<file path="src/rtl/serial_sub_sequencer.sv">
// Multi-precision subtractor: computes Y = A - B - BorrowIN one nibble per clock
// through a single shared 4-bit subtraction slice, with a start/done handshake.

module subtraction (
  input  logic [3:0] a,
  input  logic [3:0] b,
  input  logic       borrowIn,
  output logic [3:0] diff,
  output logic       borrowOut
);
  logic [4:0] full;

  // The fifth bit of the widened difference goes high exactly when the slice underflows
  assign full      = {1'b0, a} - {1'b0, b} - {4'b0000, borrowIn};
  assign diff      = full[3:0];
  assign borrowOut = full[4];
endmodule

module serial_sub_sequencer #(
  parameter int NIBBLES = 4
) (
  input  logic                 clk,
  input  logic                 reset,
  input  logic                 start,
  input  logic [4*NIBBLES-1:0] A,
  input  logic [4*NIBBLES-1:0] B,
  input  logic                 BorrowIN,
  output logic                 ready,
  output logic                 busy,
  output logic                 done,
  output logic [4*NIBBLES-1:0] Y,
  output logic                 BorrowOut,
  output logic                 overflow
);
  localparam int W    = 4 * NIBBLES;
  localparam int IDXW = (NIBBLES > 1) ? $clog2(NIBBLES) : 1;

  typedef enum logic [1:0] {IDLE, RUN, DONE} stateT;

  stateT            state;
  logic [W-1:0]     aReg;
  logic [W-1:0]     bReg;
  logic [W-1:0]     acc;
  logic [W-1:0]     yNew;
  logic [IDXW-1:0]  idx;
  logic             borrowReg;
  logic [3:0]       sliceA;
  logic [3:0]       sliceB;
  logic [3:0]       sliceDiff;
  logic             sliceBorrow;

  assign sliceA = aReg[4*idx +: 4];
  assign sliceB = bReg[4*idx +: 4];

  subtraction u_slice (
    .a         (sliceA),
    .b         (sliceB),
    .borrowIn  (borrowReg),
    .diff      (sliceDiff),
    .borrowOut (sliceBorrow)
  );

  // Accumulator with the current nibble merged in, so the final edge can publish
  // the complete result without waiting an extra cycle.
  always_comb begin
    yNew = acc;
    yNew[4*idx +: 4] = sliceDiff;
  end

  assign ready = (state == IDLE);
  assign busy  = (state == RUN);
  assign done  = (state == DONE);

  always_ff @(posedge clk) begin
    if (reset) begin
      state     <= IDLE;
      aReg      <= '0;
      bReg      <= '0;
      acc       <= '0;
      idx       <= '0;
      borrowReg <= 1'b0;
      Y         <= '0;
      BorrowOut <= 1'b0;
      overflow  <= 1'b0;
    end else begin
      case (state)
        IDLE: begin
          if (start) begin
            aReg      <= A;
            bReg      <= B;
            borrowReg <= BorrowIN;
            idx       <= '0;
            state     <= RUN;
          end
        end
        RUN: begin
          acc       <= yNew;
          borrowReg <= sliceBorrow;
          idx       <= idx + IDXW'(1);
          // Outputs only change on the final nibble, so partial results are never visible
          if (idx == IDXW'(NIBBLES - 1)) begin
            Y         <= yNew;
            BorrowOut <= sliceBorrow;
            overflow  <= (aReg[W-1] != bReg[W-1]) && (yNew[W-1] != aReg[W-1]);
            state     <= DONE;
          end
        end
        DONE: begin
          state <= IDLE;
        end
        default: begin
          state <= IDLE;
        end
      endcase
    end
  end
endmodule

</file>
<file path="config.mk">
export PLATFORM = sky130hd
export DESIGN_NAME = serial_sub_sequencer
export DESIGN_NICKNAME = d
export VERILOG_FILES = /design/src/rtl/serial_sub_sequencer.sv
export SDC_FILE = /design/constraint.sdc
export NUM_CORES = 1
export LEC_CHECK = 0
export ABC_CLOCK_PERIOD_IN_PS = 7900
export CORE_MARGIN = 2
export CORE_UTILIZATION = 45
export CTS_BUF_LIST = sky130_fd_sc_hd__clkbuf_8
export CTS_CLUSTER_SIZE = 8
export DETAILED_ROUTE_END_ITERATION = 8
export HOLD_SLACK_MARGIN = 0.02
export PLACE_DENSITY = 0.71
export SYNTH_ARGS = -nofsm -noshare
export SYNTH_HDL_FRONTEND = slang
export SYNTH_SLANG_ARGS = --single-unit
</file>
<file path="constraint.sdc">
create_clock -name clk -period 7.9 [get_ports clk]
set_input_delay 1.58 -clock clk [delete_from_list [all_inputs] [get_ports clk]]
set_output_delay 1.58 -clock clk [all_outputs]
set_load 0.005 [all_outputs]
</file>
==> results_dict.tcl <==
set metrics [dict create \
    status "completed" \
    p_per_area_nw_per_um2 219 \
    ys_types 29 \
    period_needed_ns 3.35 \
    drc_errors 0 \
    seq_power_share 0.454 \
    final_max_slew_viol_count 0 \
    seq_area_frac_synth 0.458 \
    initial_core_util 0.462 \
    routed_wl_um 6300 \
    fin_cells 481 \
    cp-start-kind "register" \
    slew_headroom 0.203 \
    syn-num-nets 402 \
    combPwrFrac 0.157 \
    pre_cts_slack_ns 4.33 \
    syn_area_um2 3100 \
    io_pins 57 \
    first_pass_iters 4 \
    cts_buffer_depth 2 \
    gr-total-overflow 0 \
    num-fill-cells 585 \
    numCtsBuffers 9 \
    layout-drive-gt1-share 0.0798 \
    postCtsHoldBufs 0 \
    p_leak_nw 1.39 \
    synth_cells 354 \
    cp_data_required_time_ns 6.32 \
    grt_pass1_vias 2345 \
    antenna_found_initial 0 \
    hold_viol 0 \
    design_area_um2 3910 \
    synthFlopType "dfxtp_1" \
    antenna_left 0 \
    fp.dieW_um 87.0 \
    nets 445 \
    final-seq-area_um2 1420 \
    hold_class "register to register" \
    internal-power_uw 636 \
    rsz0062_at_grt "false" \
    vias_per_cell 5.32 \
    criticalPathCategory "register to output pin" \
    fmax_ghz 0.299 \
    clk_latency_ns 0.34 \
    post_cts_buffers 0 \
    synth_edf_count 0 \
    netSwitchingFraction 0.256 \
    die_h_um 87.0 \
    clock_sinks 71 \
    grt_max_degree 72 \
    ir_drop_v 0.000112 \
    area_growth_pct 25.9 \
    fp.coreArea_um2 6720 \
    vias 2559 \
    postSynthAreaPerCell_um2 8.77 \
    path_clk_slew_ns 0.07 \
    place_area_um2 3680 \
    grt.total_usage 0.178 \
    post-route-period-util 0.424 \
    row_count 30 \
    worst_slack_ns 4.55 \
    dpl.hpwl_um 4270 \
    die_area_um2 7580 \
    gp_congestion 0.746 \
    drv_cap 0 \
    finalSetupViolations 0 \
    tightestPinTransition_ns 1.20 \
    p_sw_uw 219 \
    setup_tns_ns 0 \
    synth-warning-count 0 \
    dr.first_iter.drc_count 97 \
    grt_pass1_wl_um 10600 \
    wl_per_cell_um 13.1 \
    cts_root_buffer "clkbuf_8" \
    worstPathArrival_ns 1.77 \
    endpoint_kind "output pin" \
    cts_tree "done" \
    multi_input_area_um2 1520 \
    cts_resized 0 \
    port_buffers 56 \
    antennaDiodeCount 0 \
    clock_skew_ns 0.00549 \
    power_frac_clock 0.389 \
    synthArstFlopShare 0 \
    dp_cells 466 \
    htreeDepth 3 \
    synth_seq_cells 71 \
    path_max_fanout 42 \
]
[final cells by class]
cell class	count	area share
Sequential cell	71	0.364
Inverter	17	0.0163
Multi-Input combinational cell	240	0.389
Clock buffer	12	0.0423
Tap cell	80	0.0256
Clock inverter	3	0.0167
Timing Repair Buffer	58	0.146
[path summary, 6_finish.rpt]
check,cells after the start,to,slack [ns],startpoint
worst min register to register,2,bReg[13]$_SDFFE_PP0P_,0.46,bReg[13]$_SDFFE_PP0P_
worst min-delay path,2,bReg[13]$_SDFFE_PP0P_,0.46,bReg[13]$_SDFFE_PP0P_
worst max-delay path,3,busy,4.55,state[0]$_SDFFE_PP0P_
worst max register to register,7,overflow$_SDFFE_PP0P_,4.69,idx[0]$_SDFFE_PP0P_
[power groups by stage]
stage	logic (mW)	clock network, mW	registers (mW)
CTS	0.135	0.337	0.389
floorplan	0.0956	0	0.391
global route	0.149	0.349	0.391
global placement	0.133	0	0.396
finish	0.134	0.333	0.388
detailed placement	0.134	0	0.397
[critical path: stages, from the launching register on]
cell and delay [ns]:
dfxtp_1 0.35, nor2b_2 0.14, buf_4 0.36, clkdlybuf4s50_1 0.58
[stage by stage]
step / total power, mW / utilization / hold slack (ns)
6_report: 0.855 / 0.581 / 0.455
5_1_grt: 0.889 / 0.581 / 0.474
4_1_cts: 0.860 / 0.581 / 0.456
3_5_place_dp: 0.531 / 0.547 / 0.445
3_3_place_gp: 0.529 / 0.547 / 0.439
2_1_floorplan: 0.487 / - / 0.433
[layout by cell type (no fill, tap or decap), drive strengths merged]
cell	n
nand2b	2
bufinv	2
inv	17
a22oi	12
clkinv	1
ha	10
and2	2
fa	2
and4	1
a221oi	3
a211oi	29
a2111oi	1
clkbuf	12
clkdlybuf4s50	55
nor2b	3
dfxtp	71
o31a	1
mux4	8
a32oi	3
a31o	1
xnor2	3
nor2	39
nor4b	1
nor3	6
a21oi	38
nand2	73
nor4	1
buf	3
or3	1
[routing by layer]
metal,wire (um),global-route usage
met5,0,0
met4,114,0.0682
met3,301,0.0370
met2,2840,0.278
met1,3050,0.244
[Yosys cell counts, types with 2 or more instances]
cell type | count | area share
nor3_1 | 6 | 0.0097
fa_1 | 2 | 0.013
ha_1 | 10 | 0.040
dfxtp_1 | 71 | 0.46
buf_2 | 2 | 0.0032
nand2b_1 | 2 | 0.0040
a21oi_1 | 37 | 0.060
xnor2_1 | 2 | 0.0056
inv_1 | 17 | 0.021
clkbuf_1 | 23 | 0.028
a221oi_1 | 3 | 0.0085
a211oi_1 | 29 | 0.070
a22oi_1 | 12 | 0.029
a32oi_1 | 3 | 0.0085
nand2_1 | 73 | 0.088
and2_1 | 2 | 0.0040
nor2_1 | 39 | 0.047
mux4_2 | 8 | 0.058
nor2b_1 | 3 | 0.0060
[state kept, by name, indices dropped and copies added, names as in the netlist]
register   cells
BorrowOut      1
acc           16
bReg          16
borrowReg      1
overflow       1
idx            2
state          2
Y             16
aReg          16
[cells by family after synthesis]
logic type,count (synthesis),share of synthesized area
adder cells (fa/ha/maj),12,0.0532
buffers and inverters,43,0.0528
AO/OA/AOI/OAI,88,0.193
multiplexers,8,0.0581
AND/OR/NAND/NOR,129,0.174
flip-flops,71,0.458
XOR/XNOR,3,0.0109
(Power assumes the default switching activity.)
==> RTL change 1 (same flow settings) <==
Re-encode `stateT` (3 states) as one-hot, 3 bits wide.
--- a/src/rtl/serial_sub_sequencer.sv
+++ b/src/rtl/serial_sub_sequencer.sv
@@ -36,5 +36,5 @@
   localparam int IDXW = (NIBBLES > 1) ? $clog2(NIBBLES) : 1;
 
-  typedef enum logic [1:0] {IDLE, RUN, DONE} stateT;
+  typedef enum logic [2:0] {IDLE = 3'b001, RUN = 3'b010, DONE = 3'b100} stateT;
 
   stateT            state;
Behaviour: no difference found for any inputs over 10 cycles, from zero or initial values and one cycle with reset high; not proved beyond that.
==> RTL change 1 against the original RTL <==
Synthesized area rose by 1.6%. Setup slack got worse by 0.094 ns. Routed wire length grew 5.7%. Cell count is 4.4% higher. Register-to-register slack improved by 0.04 ns. Sequential cell count up 1. Power shrank 5.2%. Cell area up 1.8%. Count of clock-buffer cells in the layout decreased by 2. Maximum frequency shrank 2.7%. Largest cell class unchanged. Largest power group unchanged.
==> RTL change 1: results (changes against the original RTL) <==
status: completed (unchanged)
top area cells in the synthesized netlist: dfxtp_1 (46%), nand2_1 (8.6%), a211oi_1 (6.9%) (was dfxtp_1 (46%), nand2_1 (8.8%), a211oi_1 (7.0%))
cts bufs inserted: 9 (unchanged)
FFs w/ async S/R, synth: 0% (unchanged)
share of layout cells above drive strength 1: 8.62% (was 7.98%)
Seq/Total Area, Yosys: 45.7% (was 45.8%)
initial DRC count: 129 (was 97)
clock tree buffer depth: 2 (unchanged)
Setup Skew: 0.0104 ns (was 0.00549 ns)
met1 Use GR: 24.1% (was 24.4%)
router iterations before antenna repair: 4 (unchanged)
Slew HR: 31.1% (was 20.3%)
antenna violations before repair: 0 (unchanged)
Post-CTS Resized: 0 (unchanged)
Synth Net Count: 405 (was 402)
Tot GR Track Use: 18.7% (was 17.8%)
global-route wire length before repair: 11200 um (was 10600 um)
Critical Path Fanout Max: 42 (unchanged)
largest net degree at the start of global routing: 73 (was 72)
synth unique cells: 32 (was 29)
Routed wire per std cell: 13.3 um (was 13.1 um)
port bufs: 56 (unchanged)
Synth Flop Type: dfxtp_1 (unchanged)
Arr. time, crit path: 1.86 ns (was 1.77 ns)
clk slew on worst S/H paths: 0.07 ns (about the same)
DR vias: 2544 (was 2559)
clk_lat worst skew: 0.35 ns
nets: 450 (was 445)
vias in the first global route: 2410 (was 2345)
max cap viols: 0 (unchanged)
Leak Pwr: 1.37 nW (was 1.39 nW)
Worst VDD drop: 117 uV (was 112 uV)
grt met2 use: 30.3% (was 27.8%)
setup bufs post-CTS: 0 (unchanged)
dpl ws: 4.71 ns (was 4.33 ns)
CTS root buffer: clkbuf_8 (unchanged)
# diodes: 0 (unchanged)
Placer Congestion: 0.770 (was 0.746)
met3 usage: 3.77% (was 3.70%)
Post-synth top cells: dfxtp_1 (72), nand2_1 (72), nor2_1 (40), a21oi_1 (36), a211oi_1 (29) (was nand2_1 (73), dfxtp_1 (71), nor2_1 (39), a21oi_1 (37), a211oi_1 (29))
worst hold path type: reg -> reg (unchanged)
Final HPWL DP: 4490 um (was 4270 um)
H-tree levels: 3 (unchanged)
Yosys warnings: 0 (unchanged)
==> RTL change 1: worst paths after layout <==
check	depth (start not counted)	from	end	slack, ns
worst max register to register	7	idx[0]$_SDFFE_PP0P_	overflow$_SDFFE_PP0P_	4.73
worst min register to register	2	aReg[13]$_SDFFE_PP0P_	aReg[13]$_SDFFE_PP0P_	0.45
worst min-delay path	2	aReg[13]$_SDFFE_PP0P_	aReg[13]$_SDFFE_PP0P_	0.45
worst max-delay path	3	state[1]$_SDFFE_PP0P_	busy	4.46
==> RTL change 1: metal layers <==
metal | vias up | part of all wire, %
met4 | 0 | 1.8
met1 | 1160 | 47
li1 | 1321 | -
met2 | 52 | 48
met3 | 11 | 3.0
met5 | - | 0
==> RTL change 1: logic make-up (layout without fill, tap and decap cells) <==
family                     count (synthesis)  after routing  share of synthesized area, %
xor gates and xnor gates                   3              3                          1.07
and+or+nand+nor                          131            131                          17.7
AOI/OAI and AO/OA                         89             89                          19.4
DFF                                       72             72                          45.7
adders and majority gates                 12             12                          5.24
muxes                                      8              8                          5.72
buffers and inverters                     42             91                          5.16
==> RTL change 1: layout make-up <==
type | count | area, um2
Inverter | 17 | 63.8
Clock inverter | 5 | 81.3
Fill cell | 627 | 2820
Sequential cell | 72 | 1440
Multi-Input combinational cell | 243 | 1560
Timing Repair Buffer | 59 | 578
Clock buffer | 10 | 138
Tap cell | 96 | 120
==> RTL change 1: critical path, cell delays in order, from the launching register on <==
cell,delay (ns)
dfxtp_1,0.38
nor3b_2,0.17
buf_4,0.38
clkdlybuf4s50_1,0.58
==> RTL change 1: power by group <==
group          internal, W  switching [W]
clock network     0.000185       0.000134
registers         0.000377     0.00000938
logic            0.0000472      0.0000581
==> RTL change 1: metrics by stage <==
| stage | hold WS, ns | area (um2) | instances | total power, W | util, % |
|---|---|---|---|---|---|
| finish | 0.453 | 3980 | 502 | 0.000810 | 58.5 |
| global route | 0.478 | 3980 | 502 | 0.000845 | 58.5 |
| CTS | 0.457 | 3980 | 502 | 0.000819 | 58.5 |
| detailed placement | 0.447 | 3760 | 487 | 0.000501 | 55.3 |
| global placement | 0.441 | 3760 | 487 | 0.000498 | 55.3 |
| floorplan | 0.433 | 3150 | 357 | 0.000462 | - |
==> RTL change 2 (config.mk and constraints unchanged) <==
Without the edit above. The parameter `NIBBLES` goes from 4 to 2.
--- a/src/rtl/serial_sub_sequencer.sv
+++ b/src/rtl/serial_sub_sequencer.sv
@@ -18,5 +18,5 @@
 
 module serial_sub_sequencer #(
-  parameter int NIBBLES = 4
+  parameter int NIBBLES = 2
 ) (
   input  logic                 clk,
Ports: changed (resized A, B and Y); port bits go from 57 to 33. No check against the original RTL was run, so the function may have changed too.
==> RTL change 2 against the original RTL <==
Setup slack better by 0.11 ns. Sequential cell count down 37. First-iteration DRC count down 44%. Maximum frequency up 3.3%. Synthesized area down 49%. Cell area down 50%. Clock skew down 0.0025 ns. Count of clock-buffer cells in the layout down 6. Die area down 48%. Power down 52%. Routed wire length down 52%. Largest cell class unchanged.
==> RTL change 2: results (changes against the original RTL) <==
status: completed (unchanged)
largest net degree at the start of global routing: 35 (was 72)
share of layout cells above drive strength 1: 8.53% (was 7.98%)
Routed wire per std cell: 11.8 um (was 13.1 um)
Worst Hold Path EP: Y[2]$_SDFFE_PP0P_ (was bReg[13]$_SDFFE_PP0P_)
synth unique cells: 31 (was 29)
Largest regs: Y (8), aReg (8), bReg (8)
Tot GR Track Use: 16.8% (was 17.8%)
Slew HR: 19.1% (was 20.3%)
Post-synth top cells: nand2_1 (51), dfxtp_1 (34), a21oi_1 (29), nor2_1 (9) (was nand2_1 (73), dfxtp_1 (71), nor2_1 (39), a21oi_1 (37), a211oi_1 (29))
Seq/Total Area, Yosys: 43.4% (was 45.8%)
DP Area: 0.00186 mm2 (was 0.00368 mm2)
flop-to-flop setup slack: 5.15 ns (was 4.69 ns)
reg-to-reg startpoint: idx$_SDFFE_PP0P_ (was idx[0]$_SDFFE_PP0P_)
Synth Net Count: 209 (was 402)
mux cell area share after synthesis: 6.78% (was 5.81%)
Adder-Cell Fraction of Synth Area: 5.74% (was 5.32%)
Final HPWL DP: 2160 um (was 4270 um)
Leak Pwr: 0.714 nW (was 1.39 nW)
initial DRC count: 54 (was 97)
cts bufs inserted: 5 (was 9)
H-tree levels: 2 (was 3)
top area cells in the synthesized netlist: dfxtp_1 (43%), nand2_1 (12%), a21oi_1 (9.3%) (was dfxtp_1 (46%), nand2_1 (8.8%), a211oi_1 (7.0%))
hold_sp: Y[2]$_SDFFE_PP0P_ (was bReg[13]$_SDFFE_PP0P_)
global-route wire length before repair: 5210 um (was 10600 um)
Placer Congestion: 0.757 (was 0.746)
Critical Path Fanout Max: 19 (was 42)
final-layout fill cell count: 330 (was 585)
vias in the first global route: 1241 (was 2345)
reg2reg end: Y[7]$_SDFFE_PP0P_ (was overflow$_SDFFE_PP0P_)
Setup Skew: 0.00300 ns (was 0.00549 ns)
cell internal pwr: 0.000292 W (was 0.000636 W)
port bufs: 32 (was 56)
worst r2r path cells: 8 (was 7)
Worst VDD drop: 88.8 uV (was 112 uV)
post-DR vias/cell: 4.93 (was 5.32)
clk_lat worst skew: 0.29 ns (was 0.34 ns)
## RTL change 2: stage by stage
| step | setup slack, ns | hold WS (ns) | instances |
|---|---|---|---|
| after floorplan | 5.39 | 0.432 | 183 |
| after global routing | 4.48 | 0.469 | 257 |
| after global placement | 4.41 | 0.438 | 249 |
| final | 4.66 | 0.455 | 257 |
| after CTS | 4.61 | 0.457 | 257 |
| after detailed placement | 4.31 | 0.445 | 249 |
## RTL change 2: worst max-delay path by stage
stage	cells after the start	startpoint	end	slack [ns]
floorplan	10	idx$_SDFFE_PP0P_	Y[7]$_SDFFE_PP0P_	5.39
global placement	5	start	borrowReg$_SDFFE_PP0P_	4.41
global route	5	start	borrowReg$_SDFFE_PP0P_	4.48
detailed placement	5	start	borrowReg$_SDFFE_PP0P_	4.31
finish	5	start	borrowReg$_SDFFE_PP0P_	4.66
CTS	5	start	borrowReg$_SDFFE_PP0P_	4.61
## RTL change 2: area by class of cell
class / instances / area, um2 / area share (%)
clock buffer: 6 / 82.6 / 4.21
inverter: 4 / 15.0 / 0.766
multi-input combinational: 133 / 791 / 40.4
timing repair buffer: 32 / 320 / 16.3
sequential: 34 / 681 / 34.7
tap: 46 / 57.6 / 2.94
clock inverter: 2 / 12.5 / 0.639
## RTL change 2: layer usage
metal	track usage, %	vias up	part of all wire (%)
met2	29.0	26	47
met5	0	-	0
li1	-	663	-
met3	5.36	6	4.6
met4	8.33	0	2.1
met1	18.5	572	46
## RTL change 2: cells by family after synthesis
group                    after synthesis
AO/OA/AOI/OAI                         39
XOR/XNOR                               2
adder cells (fa/ha/maj)                6
buffers and inverters                 16
flip-flops                            34
multiplexers                          10
AND/OR/NAND/NOR                       76
## RTL change 2: critical path, stage by stage
cell	delay, ns
clkdlybuf4s50_1	0.47
nor3b_2	0.86
nor2b_1	0.10
a211oi_1	0.26
a211oi_1	0.08
## RTL change 2: power groups by stage
stage / sequential (W) / combinational (W) / clock (W)
6_report: 0.000190 / 0.0000813 / 0.000136
3_3_place_gp: 0.000194 / 0.0000790 / 0
5_1_grt: 0.000192 / 0.0000908 / 0.000148
3_5_place_dp: 0.000194 / 0.0000819 / 0
4_1_cts: 0.000190 / 0.0000824 / 0.000139
2_1_floorplan: 0.000191 / 0.0000620 / 0
